===== src/rtl/des_key_schedule.sv =====
// DES round-subkey generator: PC-1 on start, then one PC-2 subkey per valid/ready transfer (K1..K16 or K16..K1).
// First subkey is valid the cycle after start; a stalled consumer freezes subkey/round/{C,D} indefinitely.
module des_key_schedule (
  input  logic        clk,
  input  logic        rst,
  input  logic        start,
  input  logic [63:0] key,
  input  logic        decrypt,
  output logic        busy,
  output logic        subkey_valid,
  input  logic        subkey_ready,
  output logic [47:0] subkey,
  output logic [3:0]  round,
  output logic        done
);

  typedef enum logic {S_IDLE, S_EMIT} state_t;

  // FIPS 46-3 tables, bit 1 = MSB; first 28 PC-1 entries form C, the rest D.
  localparam int PC1 [56] = '{
    57, 49, 41, 33, 25, 17,  9,  1, 58, 50, 42, 34, 26, 18,
    10,  2, 59, 51, 43, 35, 27, 19, 11,  3, 60, 52, 44, 36,
    63, 55, 47, 39, 31, 23, 15,  7, 62, 54, 46, 38, 30, 22,
    14,  6, 61, 53, 45, 37, 29, 21, 13,  5, 28, 20, 12,  4
  };

  localparam int PC2 [48] = '{
    14, 17, 11, 24,  1,  5,  3, 28, 15,  6, 21, 10,
    23, 19, 12,  4, 26,  8, 16,  7, 27, 20, 13,  2,
    41, 52, 31, 37, 47, 55, 30, 40, 51, 45, 33, 48,
    44, 49, 39, 56, 34, 53, 46, 42, 50, 36, 29, 32
  };

  state_t      r_state;
  logic [27:0] r_c;
  logic [27:0] r_d;
  logic [3:0]  r_step;
  logic        r_dec;
  logic        r_done;

  logic [27:0] w_pc1_c;
  logic [27:0] w_pc1_d;
  logic [55:0] w_cd;
  logic [47:0] w_pc2;
  logic [3:0]  w_next_step;
  logic [1:0]  w_amt;
  logic        w_emit;
  logic        w_unused_parity;

  for (genvar i = 0; i < 28; i++) begin : g_pc1
    assign w_pc1_c[27-i] = key[64-PC1[i]];
    assign w_pc1_d[27-i] = key[64-PC1[28+i]];
  end

  assign w_cd = {r_c, r_d};

  for (genvar i = 0; i < 48; i++) begin : g_pc2
    assign w_pc2[47-i] = w_cd[56-PC2[i]];
  end

  assign w_unused_parity = ^{key[56], key[48], key[40], key[32],
                             key[24], key[16], key[8],  key[0]};

  // Decrypt walks the encrypt schedule backwards, so step 0 needs no rotation at all.
  function automatic logic [1:0] shift_amt(input logic [3:0] s, input logic dec);
    if (s == 4'd0)
      return dec ? 2'd0 : 2'd1;
    if (s == 4'd1 || s == 4'd8 || s == 4'd15)
      return 2'd1;
    return 2'd2;
  endfunction

  function automatic logic [27:0] rot(input logic [27:0] v, input logic [1:0] n, input logic dec);
    logic [27:0] r;
    r = v;
    if (n == 2'd1)
      r = dec ? {v[0], v[27:1]} : {v[26:0], v[27]};
    else if (n == 2'd2)
      r = dec ? {v[1:0], v[27:2]} : {v[25:0], v[27:26]};
    return r;
  endfunction

  assign w_next_step = r_step + 4'd1;
  assign w_amt       = shift_amt(w_next_step, r_dec);

  always_ff @(posedge clk) begin
    if (rst) begin
      r_state <= S_IDLE;
      r_c     <= '0;
      r_d     <= '0;
      r_step  <= '0;
      r_dec   <= 1'b0;
      r_done  <= 1'b0;
    end else begin
      r_done <= 1'b0;
      case (r_state)
        S_IDLE: begin
          if (start) begin
            r_dec   <= decrypt;
            r_c     <= rot(w_pc1_c, shift_amt(4'd0, decrypt), decrypt);
            r_d     <= rot(w_pc1_d, shift_amt(4'd0, decrypt), decrypt);
            r_step  <= '0;
            r_state <= S_EMIT;
          end
        end
        S_EMIT: begin
          if (subkey_ready) begin
            if (r_step == 4'd15) begin
              r_state <= S_IDLE;
              r_done  <= 1'b1;
              r_step  <= '0;
            end else begin
              r_c    <= rot(r_c, w_amt, r_dec);
              r_d    <= rot(r_d, w_amt, r_dec);
              r_step <= w_next_step;
            end
          end
        end
      endcase
    end
  end

  assign w_emit       = (r_state == S_EMIT);
  assign busy         = w_emit;
  assign subkey_valid = w_emit;
  assign subkey       = w_emit ? w_pc2 : '0;
  assign round        = w_emit ? r_step : '0;
  assign done         = r_done;

endmodule


===== config.mk =====
export PLATFORM = sky130hd
export DESIGN_NAME = des_key_schedule
export DESIGN_NICKNAME = d
export VERILOG_FILES = /design/src/rtl/des_key_schedule.sv
export SDC_FILE = /design/constraint.sdc
export NUM_CORES = 1
export LEC_CHECK = 0
export CAP_MARGIN = 10
export CORE_MARGIN = 4
export CORE_UTILIZATION = 70
export DETAILED_ROUTE_END_ITERATION = 6
export DONT_BUFFER_PORTS = 1
export PLACE_DENSITY = 0.88
export SYNTH_ARGS = -nofsm -noshare
export SYNTH_HDL_FRONTEND = slang
export SYNTH_SLANG_ARGS = --single-unit

===== constraint.sdc =====
create_clock -name clk -period 3.8 [get_ports clk]
set_input_delay 1.14 -clock clk [delete_from_list [all_inputs] [get_ports clk]]
set_output_delay 1.14 -clock clk [all_outputs]
set_load 0.01 [all_outputs]

==> impl_metrics.ini <==
[place]
hpwl_um = 10600
port_buffers = 0
gp_congestion = 0.815

[yosys]
post-synth-top-area-cell = mux2i_1
ys_warn_count = 0
synth_nets = 834
ys_top_cells_by_area = mux2i_1 34%, dfxtp_1 19%, o211ai_2 7.6%
ys_ff_latch = 63
syn_inst = 762
synthDistinctLibCells = 39
syn_avg_cell_area_um2 = 8.66
synth_top_area_share = 0.341
yosysSeqAreaShare = 0.191
synth.cell_area_mm2 = 0.00660

[clock_network]
htree_levels = 3
clkTransAtPathRegs_ns = 0.08
clock_path_buffers = 2
post_cts_buffers = 0
clockRootBuffer = clkbuf_8
cts_hold_buf = 0
cts_resized = 0
cts_num_sinks = 63
clkLatencyLatePin_ns = 0.36
cts_buffers = 9
cts_tree = built

[floorplanning]
pin_count = 124
rows = 35
die_area_mm2 = 0.0110
die_h_um = 105
coreArea_mm2 = 0.00920
initial_core_util = 0.717
die_w_um = 105

[detailed_routing]
drc_errors = 0
wirelength_um = 17700
dr.pass1.iters = 5
viasPerCell = 7.23
routedWlPerCell_um = 21.9
drt-initial-drc-count = 515
vias = 5845
antenna_left = 0

[pwr]
power_leakage_uw = 0.00242
p_per_area_mw_per_mm2 = 286
ir_worst_vdd_uv = 180

[grt]
antenna_found_initial = 1
grt_pass1_vias = 5780
grt_pass1_wl_um = 28800
gr-total-overflow = 0
track_usage = 0.311
grt_max_degree = 65

[setup_path]
critPathBufInv = 0
crit_arrival_ns = 1.71
cp_slowest_stage_delay_ns = 1.01
endpoint_kind = output port
worst-path-stages = 1
crit_family = flip-flops
critPathSlowestCell = dfxtp_2
cp-start-kind = flip-flop
criticalPathCategory = reg2out
worstPathCellList = and2_1
crit_fanout = 64
cp.required_ns = 2.66
reg2regPathDepth = 5

[timing]
layout_min_cycle_time_ns = 2.85
setup_viol = 0
skew_ns = 0.0113
timing.fmax_ghz = 0.350
finalCritPeriodShare = 0.751
worstMarginPinSlew_ns = 1.03
finalHoldViolations = 0
hold_slack_ns = 0.629
relSlewSlack = 0.315
rsz0062_at_grt = no
setup-tns-final_ns = 0
finalMaxSlewViolations = 0

[final_layout]
drive_gt1_frac = 0.115
antennaDiodeCount = 0
final_common_cell = mux2i_1
areaGrowthSynthToFinish_pct = 0.986
fill_cells = 687
final_nets = 764
final_cell_mix = 224 x mux2i_1, 61 x nor2_1, 61 x dfxtp_1, 59 x nor2b_1

[hold_path]
hold_path.class = reg2reg
hold_path_depth = 2

[job]
max_cap_viol_count = 0

[run_status]
status = finished, final reports clean
==> layout make-up <==
type,count,area [um^2],area share
Tap cell,111,139,0.0208
Multi-Input combinational cell,603,4960,0.744
Inverter,2,7.51,0.00113
Sequential cell,63,1270,0.190
Timing Repair Buffer,13,97.6,0.0146
Clock inverter,6,58.8,0.00883
Clock buffer,10,138,0.0207
==> power by group <==
part	total (uW)	internal, uW	switching (uW)
registers	842	718	124
clock network	621	318	303
logic	444	224	220
total	1910	1260	647
==> state kept, by name (all words and copies together) (netlist names) <==
register	flops
done	1
r_c	28
r_dec	1
busy	1
r_step	4
r_d	28
==> cells by family after synthesis <==
| logic type | Yosys count | share of synthesized area |
|---|---|---|
| multiplexers | 225 | 0.341 |
| AND/OR/NAND/NOR | 189 | 0.157 |
| buffers and inverters | 96 | 0.0647 |
| AO/OA/AOI/OAI | 186 | 0.240 |
| adder cells (fa/ha/maj) | 3 | 0.00569 |
| flip-flops | 63 | 0.191 |
==> cell usage after synthesis (all sizes together) <==
| library cell | n |
|---|---|
| nand2 | 2 |
| nor3 | 1 |
| or3b | 1 |
| clkbuf | 64 |
| and3 | 1 |
| nor2b | 59 |
| dfxtp | 63 |
| o211ai | 56 |
| nand2b | 1 |
| o21ai | 1 |
| a221oi | 1 |
| ha | 3 |
| o211a | 1 |
| a22oi | 1 |
| nand4 | 1 |
| a21oi | 9 |
| and3b | 1 |
| a31oi | 1 |
| nor3b | 1 |
| a211oi | 56 |
| a21bo | 2 |
| nor2 | 61 |
| o221ai | 1 |
| buf | 30 |
| or4b | 1 |
| nor4 | 1 |
| o31ai | 56 |
| and2 | 53 |
| a21o | 1 |
| nand3 | 2 |
| or2 | 1 |
| inv | 2 |
| mux2i | 225 |
| nand3b | 2 |
==> routing by layer <==
metal  track usage  vias to the layer above  wire length [um]
met5             0                        -                13
met1         0.389                     2803              7050
li1              -                     2693                 -
met4         0.137                        2               351
met2         0.518                      315              8570
met3        0.0618                       32              1680
==> worst paths after layout <==
path                              start          to  slack [ns]
worst max register to register    r_dec     r_c[20]        1.07
worst min register to register  r_d[13]     r_d[11]        0.63
worst max-delay path               busy  subkey[43]        0.95
worst min-delay path            r_d[13]     r_d[11]        0.63
==> metrics by stage <==
step	total power (uW)	utilization	worst slack [ns]	cells	instance area, um^2
CTS	1900	0.724	0.961	808	6660
floorplan	1220	-	1.17	762	6600
global route	1980	0.724	0.816	808	6660
global placement	1270	0.703	1.08	792	6470
detailed placement	1290	0.703	1.03	792	6470
finish	1910	0.724	0.946	808	6660
Power figures use the tool's default switching activity.
